`config.mk`:
```
export PLATFORM = sky130hd
export DESIGN_NAME = rate_sequencer_ctrl
export DESIGN_NICKNAME = d
export VERILOG_FILES = /design/src/rtl/rate_sequencer_ctrl.sv
export SDC_FILE = /design/constraint.sdc
export NUM_CORES = 1
export LEC_CHECK = 0
export CORE_MARGIN = 4
export CORE_UTILIZATION = 45
export CTS_CLUSTER_DIAMETER = 60
export DETAILED_ROUTE_END_ITERATION = 16
export GPL_ROUTABILITY_DRIVEN = 1
export PLACE_DENSITY = 0.77
export SYNTH_ARGS = -nofsm -noshare
export SYNTH_HDL_FRONTEND = slang
export SYNTH_SLANG_ARGS = --single-unit
```
`constraint.sdc`:
```
create_clock -name ClockIn -period 1.9 [get_ports ClockIn]
set_clock_uncertainty 0.15 [all_clocks]
set_input_delay 0.19 -clock ClockIn [delete_from_list [all_inputs] [get_ports ClockIn]]
set_output_delay 0.19 -clock ClockIn [all_outputs]
set_load 0.01 [all_outputs]
```
`src/rtl/rate_sequencer_ctrl.sv`:
```
// rtl/rate_sequencer_ctrl.sv - run/step tick-rate controller with round-robin speed arbiter
//
// Purpose:
//   Counts down the divider period for the selected speed and raises Enable for
//   one cycle at each period boundary. Two requesters share the speed setting
//   through a round-robin arbiter feeding a one-entry pending register. A new
//   speed is applied at once while idle, and otherwise only at a boundary.
//
// Ports:
//   ClockIn       in   1  system clock, rising edge
//   Reset         in   1  asynchronous active-low reset
//   Start         in   1  pulse, IDLE -> RUN
//   Stop          in   1  pulse, RUN/STEP -> IDLE
//   Step          in   1  pulse, IDLE -> STEP (one Enable after one period)
//   ReqValid      in   2  per-requester speed-change request
//   ReqSpeed0     in   2  speed offered by requester 0
//   ReqSpeed1     in   2  speed offered by requester 1
//   ReqReady      out  2  per-requester accept (one-hot or zero)
//   ActiveSpeed   out  2  speed currently in force
//   PendingValid  out  1  an accepted speed waits to be applied
//   Enable        out  1  one-cycle tick per period
//   Busy          out  1  state is RUN or STEP

module rate_sequencer_ctrl #(
  parameter int CLOCK_FREQUENCY = 4
) (
  input  logic       ClockIn,
  input  logic       Reset,
  input  logic       Start,
  input  logic       Stop,
  input  logic       Step,
  input  logic [1:0] ReqValid,
  input  logic [1:0] ReqSpeed0,
  input  logic [1:0] ReqSpeed1,
  output logic [1:0] ReqReady,
  output logic [1:0] ActiveSpeed,
  output logic       PendingValid,
  output logic       Enable,
  output logic       Busy
);

  localparam int CW = $clog2(4 * CLOCK_FREQUENCY) + 1;

  typedef enum logic [1:0] {
    S_IDLE = 2'd0,
    S_RUN  = 2'd1,
    S_STEP = 2'd2
  } state_t;

  state_t        state;
  state_t        state_next;
  logic [CW-1:0] count;
  logic [1:0]    active_speed;
  logic [1:0]    pend_speed;
  logic          pend_valid;
  logic          rr_last;      // requester granted most recently
  logic          at_zero;
  logic          tick;
  logic          load;
  logic          apply;
  logic [1:0]    grant;
  logic [1:0]    boundary_speed;

  // Reload value P(s)-1, evaluated at full counter width.
  function automatic logic [CW-1:0] reload(input logic [1:0] s);
    case (s)
      2'd0:    reload = '0;
      2'd1:    reload = CW'(CLOCK_FREQUENCY - 1);
      2'd2:    reload = CW'(2 * CLOCK_FREQUENCY - 1);
      default: reload = CW'(4 * CLOCK_FREQUENCY - 1);
    endcase
  endfunction

  assign at_zero = (count == '0);
  assign tick    = (state != S_IDLE) && at_zero;

  // Pending speed is applied immediately in IDLE, or at a boundary while counting.
  assign apply          = pend_valid && ((state == S_IDLE) || tick);
  assign boundary_speed = apply ? pend_speed : active_speed;

  always_ff @(posedge ClockIn or negedge Reset) begin
    if (!Reset) begin
      state <= S_IDLE;
    end else begin
      state <= state_next;
    end
  end

  always_comb begin
    state_next = state;
    load       = 1'b0;
    Enable     = tick;
    Busy       = (state != S_IDLE);
    case (state)
      S_IDLE: begin
        // Stop dominates; Start dominates Step.
        if (!Stop) begin
          if (Start) begin
            state_next = S_RUN;
            load       = 1'b1;
          end else if (Step) begin
            state_next = S_STEP;
            load       = 1'b1;
          end
        end
      end
      S_RUN: begin
        if (Stop) state_next = S_IDLE;
      end
      S_STEP: begin
        if (Stop || at_zero) state_next = S_IDLE;
      end
      default: state_next = S_IDLE;
    endcase
  end

  // Grants only while the pending slot is empty and out of reset; on contention
  // the requester that was not granted last wins.
  always_comb begin
    grant = 2'b00;
    if (Reset && !pend_valid) begin
      if (ReqValid == 2'b11) begin
        grant = rr_last ? 2'b01 : 2'b10;
      end else begin
        grant = ReqValid;
      end
    end
  end

  assign ReqReady     = grant;
  assign ActiveSpeed  = active_speed;
  assign PendingValid = pend_valid;

  // Counter holds in IDLE and reloads at zero, so it never wraps.
  always_ff @(posedge ClockIn or negedge Reset) begin
    if (!Reset) begin
      count <= '0;
    end else if (load) begin
      count <= reload(active_speed);
    end else if (state != S_IDLE) begin
      count <= at_zero ? reload(boundary_speed) : count - 1'b1;
    end
  end

  // A grant needs an empty slot and an apply needs a full one, so they never coincide.
  always_ff @(posedge ClockIn or negedge Reset) begin
    if (!Reset) begin
      active_speed <= 2'd1;
      pend_speed   <= 2'd0;
      pend_valid   <= 1'b0;
      rr_last      <= 1'b1;
    end else begin
      if (apply) begin
        active_speed <= pend_speed;
        pend_valid   <= 1'b0;
      end
      if (grant != 2'b00) begin
        pend_valid <= 1'b1;
        pend_speed <= grant[1] ? ReqSpeed1 : ReqSpeed0;
        rr_last    <= grant[1];
      end
    end
  end

endmodule

```
==> metrics.cfg, run 1 <==
[placed_design]
port_buffers=17
place_congestion=0.808
post-place-ws_ps=-182
dpl.hpwl_um=1470
dp_cells=123
place_area_sq_mm=0.00100

[clock_tree]
htree_levels=1
ctsHoldBuffers=0
clk_latency_ps=270
tritoncts=built
cts.clk_slew.worst_paths_ps=80
cts_buffer_depth=2
cts_buffers=3
ctsRootBufferMaster=clkbuf_4
numClockSinks=13

[floorplan]
initial_core_util_pct=48.2
fp.dieW_um=48.4
dieArea_sq_mm=0.00234
die_h_um=48.4
io_pins=18
core_sq_mm=0.00152
rows=14

[final_layout]
finalInstanceArea_sq_mm=0.00110
stdcell_count=133
fill_cells=116
area_growth_pct=50.3
fin_util_pct=72.4
drive_above_1_share_pct=29.9
diodes=0
finalNetCount=130

[logic_synthesis]
synthArstFlopShare_pct=100
synthFlopType=dfrtp_1
synthCells=80
syn_nets=92
synth_cell_types=29
ys_seq_area_share_pct=44.6
yosys_warnings=0
ys_ff_latch=13
synth_edf_count=0
avgSynthCellArea_sq_um=9.18
netlist_area_sq_um=734

[critical_path]
reg2reg_depth=7
cp.depth=5
slowest_delay_ps=470
critical_path_class=reg2out
slowest_stage=or4b_4
crit_chain=inv_2 -> ha_2 -> or4b_4 -> nor2_2 -> buf_2
cp-end-kind=output pin
start_kind=flop
cp.arrival_ps=1590
crit_required_ps=1560
cp_num_buf_inv=2
path_delay_family=simple AND/OR/NAND/NOR gates
cp_max_fo=2

[outcome]
status=finished with violations
violations=negative setup slack

[pwr]
internal_power_uw=821
p_comb_share_pct=51.8
powerDensity_mw_per_mm2=1210
finalPower_mw=1.33
seqPwrFrac_pct=35.3
vdd_drop_max_mv=0.729
swShare_pct=38.5
p_leak_nw=0.530
p_clk_share_pct=12.8
switchingPower_uw=513

[grt]
grt_max_degree=14
grt_util_met2_pct=33.0
overflow=0
use_met1_pct=23.3
grt_antenna_before_repair=0
top_usage_layer=met2
grt_pass1_vias=824
gr-usage-met3_pct=3.07
grt_pass1_wl_um=3560
grt_util_all_layers_pct=19.1

[timing]
tightest_slew_ps=658
rsz0062_at_grt=yes
setup_slack_ps=-25.1
finalMaxSlewViolations=0
max-slew-margin-rel_pct=55.7
fmax_mhz=519
post-route-period-util_pct=101
timing.final.crit_period_ps=1930
setup_viol=1
hold_violations=0

[drt]
route.detailed.drc=0
routedWlPerCell_um=16.0
drt-pass1-iter-count=4
wl_um=2130
ant_nets=0
drt_iter0_drc=22
viasPerCell=5.94
dr_total_vias=790

[flow_run]
cap_violations=0

[worst_hold_path]
hold_class=in2async

-- repair_timing --
item	in CTS	in global routing
resized for setup	9	6
pin swaps	4	1
buffers inserted	4	2
setup endpoints to repair	6	4
-- through the flow --
step,hold WS [ps],setup TNS (ps)
finish,98.0,-25.1
global route,123,-236
CTS,101,-52.5
detailed placement,319,-406
global placement,315,-347
floorplan,-256,0
-- cell usage in the layout, fill, tap and decap left out, types with 2 or more instances in the layout --
master           instances
clkdlybuf4s50_1         14
mux2_2                   2
o21ai_0                  7
nand2_1                  8
a21oi_1                  3
nor2_1                   7
a31oi_1                  2
a211oi_1                 2
inv_1                    5
mux2i_1                  3
dfstp_2                  2
nand3_1                  3
buf_4                   16
clkbuf_4                 3
nor3_1                   5
dfrtp_1                 11
-- final timing paths --
kind,startpoint,end,slack [ps]
max in group asynchronous,Reset,rr_last,1260
min reg2reg,rr_last,rr_last,330
min,Reset,state[1],100
max reg2reg,count[0],count[1],10
min in group ClockIn,rr_last,rr_last,330
max,count[0],Enable,-30
-- logic make-up after synthesis --
| group | synth area share, % |
|---|---|
| muxes | 7.15 |
| AOI/OAI and AO/OA | 17.9 |
| and+or+nand+nor | 23.9 |
| xor gates and xnor gates | 1.19 |
| DFF | 44.6 |
| buffers and inverters | 3.58 |
| adders and majority gates | 1.70 |
-- routing by layer --
layer  share of wire, %  vias to the layer above
met4               0.37                        0
met3                5.4                        2
met2                 54                       32
met5                  0                        -
li1                   -                      362
met1                 40                      394
-- Yosys cell counts, types with 2 or more instances --
library cell,number,area (sq um)
nor3_1,5,25.0
o21ai_0,7,35.0
mux2_2,2,22.5
mux2i_1,3,30.0
inv_1,6,22.5
a211oi_1,3,22.5
a31oi_1,2,12.5
dfrtp_1,11,275
dfstp_2,2,52.6
nor2_1,8,30.0
a21oi_1,4,20.0
nand2_1,8,30.0
nand3_1,3,15.0
-- registers in the layout, summed over array words and instances, names as in the netlist --
signal,count
ActiveSpeed,2
state,2
pend_speed,2
rr_last,1
PendingValid,1
count,5
-- area by class of cell --
type                            count  area, sq um  area share (%)
Clock buffer                        4         26.3            2.38
Tap cell                           16         20.0            1.81
Inverter                            6         22.5            2.04
Timing Repair Buffer               34          298            27.0
Sequential cell                    13          328            29.7
Multi-Input combinational cell     60          409            37.1
-- worst register-to-register path, stage by stage (launching register included) --
cell,delay (ps)
dfrtp_1,400
inv_2,70
ha_2,170
or4b_4,470
buf_6,150
a211oi_4,180
nor3_1,90
a21oi_1,150
-- power by group through the flow --
stage	Combinational, mW	Clock (mW)	Sequential, mW
global route	0.753	0.193	0.482
global placement	0.541	0	0.466
CTS	0.613	0.176	0.464
detailed placement	0.559	0	0.469
floorplan	0.282	0	0.470
finish	0.692	0.171	0.472
Note: power is estimated with default switching activity, not from simulation.
==> inputs of run 2 (changes only) <==
--- a/config.mk
+++ b/config.mk
@@ -6,11 +6,13 @@
 export NUM_CORES = 1
 export LEC_CHECK = 0
 export CORE_MARGIN = 4
-export CORE_UTILIZATION = 45
+export CORE_UTILIZATION = 42
+export CTS_BUF_LIST = sky130_fd_sc_hd__clkbuf_16
 export CTS_CLUSTER_DIAMETER = 60
 export DETAILED_ROUTE_END_ITERATION = 16
 export GPL_ROUTABILITY_DRIVEN = 1
-export PLACE_DENSITY = 0.77
+export PLACE_DENSITY = 0.75
+export REMOVE_ABC_BUFFERS = 1
 export SYNTH_ARGS = -nofsm -noshare
 export SYNTH_HDL_FRONTEND = slang
 export SYNTH_SLANG_ARGS = --single-unit
==> constraint.sdc (replaced) <==
create_clock -name ClockIn -period 1.6 [get_ports ClockIn]
set_clock_uncertainty 0.15 [all_clocks]
set_input_delay 0.16 -clock ClockIn [delete_from_list [all_inputs] [get_ports ClockIn]]
set_output_delay 0.16 -clock ClockIn [all_outputs]
set_load 0.01 [all_outputs]
==> run 2 against run 1 <==
Global-route usage up 2.1 points. Final area grew 17%. Die area increased by 5.9%. Sequential cell count unchanged. Critical path type is now reg2reg. Core utilization increased by 9.6 points. Routed wire length grew 14%. The flow still finishes with violations (negative setup slack). Total power grew 56%.
==> metrics.cfg, run 2 (same netlist as run 1, synthesis figures left out) <==
[outcome]
status=finished with violations  ; unchanged
violations=negative setup slack  ; unchanged

[placed_design]
dpl.hpwl_um=1420  ; was 1470 um
place_area_sq_mm=0.00107  ; was 0.00100 sq mm
place_congestion=0.870  ; was 0.808
port_buffers=17  ; unchanged

[grt]
grt_antenna_before_repair=0  ; unchanged
grt_pass1_wl_um=3830  ; was 3560 um
grt_pass1_vias=816  ; was 824
overflow=0  ; unchanged
grt_max_degree=14  ; unchanged
grt_util_all_layers_pct=21.2  ; was 19.1%

[critical_path]
crit_chain=inv_2 -> ha_4 -> or4b_4 -> buf_6 -> a211oi_4 -> a211oi_2 -> a21oi_1  ; was inv_2 -> ha_2 -> or4b_4 -> nor2_2 -> buf_2
cp.arrival_ps=1900  ; was 1590 ps
cp_max_fo=2  ; unchanged
slowest_delay_ps=460  ; was 470 ps
path_delay_family=simple AND/OR/NAND/NOR gates  ; unchanged
crit_required_ps=1610  ; was 1560 ps
cp-end-kind=flop  ; was output pin
reg2reg_depth=7  ; unchanged
worstReg2RegStart=count[0]  ; unchanged
timing.rr.end=count[0]  ; was count[1]
critical_path_class=reg2reg  ; was reg2out
slowest_stage=or4b_4  ; unchanged
r2r_slack_ps=-290  ; was 10 ps
cp_num_buf_inv=2  ; unchanged
start_kind=flop  ; unchanged

[timing]
post-route-period-util_pct=118
fmax_mhz=530
tightest_slew_ps=524  ; was 658 ps
holdWs_ps=147  ; was 98.0 ps
finalMaxSlewViolations=0  ; unchanged
hold_violations=0  ; unchanged
timing.final.crit_period_ps=1890
setup_slack_ps=-288  ; was -25.1 ps
rsz0062_at_grt=yes  ; unchanged
max-slew-margin-rel_pct=64.7  ; was 55.7%
setup_viol=10  ; was 1

[drt]
wl_um=2430  ; was 2130 um
routedWlPerCell_um=16.8  ; was 16.0 um
dr_total_vias=826  ; was 790
drt-pass1-iter-count=4  ; unchanged
viasPerCell=5.70  ; was 5.94
ant_nets=0  ; unchanged
drt_iter0_drc=26  ; was 22
route.detailed.drc=0  ; unchanged

[floorplan]
core_sq_mm=0.00158  ; was 0.00152 sq mm
fp.dieW_um=49.8  ; was 48.4 um
io_pins=18  ; unchanged
rows=14  ; unchanged
die_h_um=49.8  ; was 48.4 um
dieArea_sq_mm=0.00248  ; was 0.00234 sq mm
initial_core_util_pct=46.6  ; was 48.2%

[pwr]
p_leak_nw=0.622  ; was 0.530 nW
finalPower_mw=2.09  ; was 1.33 mW
vdd_drop_max_mv=0.932  ; was 0.729 mV
powerDensity_mw_per_mm2=1620  ; was 1210 mW/mm^2

[final_layout]
drive_above_1_share_pct=41.9  ; was 29.9%
largest_reg_flops=5  ; unchanged
final_common_cell=buf_4  ; unchanged
diodes=0  ; unchanged
area_growth_pct=76.0  ; was 50.3%
fin_util_pct=82.0  ; was 72.4%
finalInstanceArea_sq_mm=0.00129  ; was 0.00110 sq mm
final_cell_mix=buf_4, clkdlybuf4s50_1, dfrtp_1  ; unchanged
finalNetCount=142  ; was 130
top_register=count  ; unchanged

[clock_tree]
cts_buffers=3  ; unchanged
numClockSinks=13  ; unchanged
cts_buffer_depth=2  ; unchanged
tritoncts=built  ; unchanged
ctsRootBufferMaster=clkbuf_16  ; was clkbuf_4
ctsHoldBuffers=0  ; unchanged
clk_latency_ps=240  ; was 270 ps
htree_levels=1  ; unchanged
cts.clk_slew.worst_paths_ps=40  ; was 80 ps

[flow_run]
cap_violations=0  ; unchanged

[worst_hold_path]
hold_class=in2async  ; unchanged

run 2: worst reg2reg max path, cell delays in order, from the launching register on:
cell      delay (ps)
dfrtp_1          390
inv_2             80
ha_4             120
or4b_4           460
buf_6            150
a211oi_4         240
a211oi_2          90
a21oi_1          140
run 2: where the power goes:
part | switching (mW) | internal [mW]
Combinational | 0.494 | 0.588
Sequential | 0.0966 | 0.448
Clock | 0.132 | 0.329
Total | 0.723 | 1.36
run 2: final cells by class:
cell class                 instances  area, sq um
clock buffer                       3         75.1
clock inverter                     1         3.75
fill                              95          284
inverter                           6         22.5
multi-input combinational         60          453
sequential                        13          329
tap                               16         20.0
timing repair buffer              46          389
run 2: worst max path at each step:
stage,from,endpoint,cells past startpoint
global placement,count[0],Enable,5
CTS,count[1],count[1],7
floorplan,count[0],count[0],6
detailed placement,count[0],Enable,5
finish,count[0],count[0],7
global route,count[1],count[0],7
run 2: per-stage QoR:
stage / setup slack [ps] / setup TNS [ps] / instances
floorplan: -70.2 / -140 / 79
global placement: -375 / -1830 / 132
detailed placement: -459 / -2350 / 132
CTS: -310 / -1520 / 143
global route: -367 / -2490 / 145
finish: -288 / -1810 / 145
run 2: what timing repair did:
action / CTS / global route
gates resized for setup: 31 / 5
pin swaps: 6 / 3
endpoints found under the setup margin: 13 / 11
buffers inserted: 7 / 2
cloned: 0 / 0
run 2: metal layers:
metal  up-vias  global-route usage, %  wire length, um
met1       390                   25.3             1040
met3         8                   4.52              154
met5         -                      0                0
li1        388                      -                -
met4         0                   10.6               65
met2        40                   35.7             1170
==> inputs of run 3 (changes only) <==
--- a/config.mk
+++ b/config.mk
@@ -10,7 +10,7 @@
 export CTS_BUF_LIST = sky130_fd_sc_hd__clkbuf_16
 export CTS_CLUSTER_DIAMETER = 60
 export DETAILED_ROUTE_END_ITERATION = 16
-export GPL_ROUTABILITY_DRIVEN = 1
+export GPL_ROUTABILITY_DRIVEN = 0
 export PLACE_DENSITY = 0.75
 export REMOVE_ABC_BUFFERS = 1
 export SYNTH_ARGS = -nofsm -noshare
==> results of run 3 <==
Final layout, timing and power as in run 2 (identical DEF).
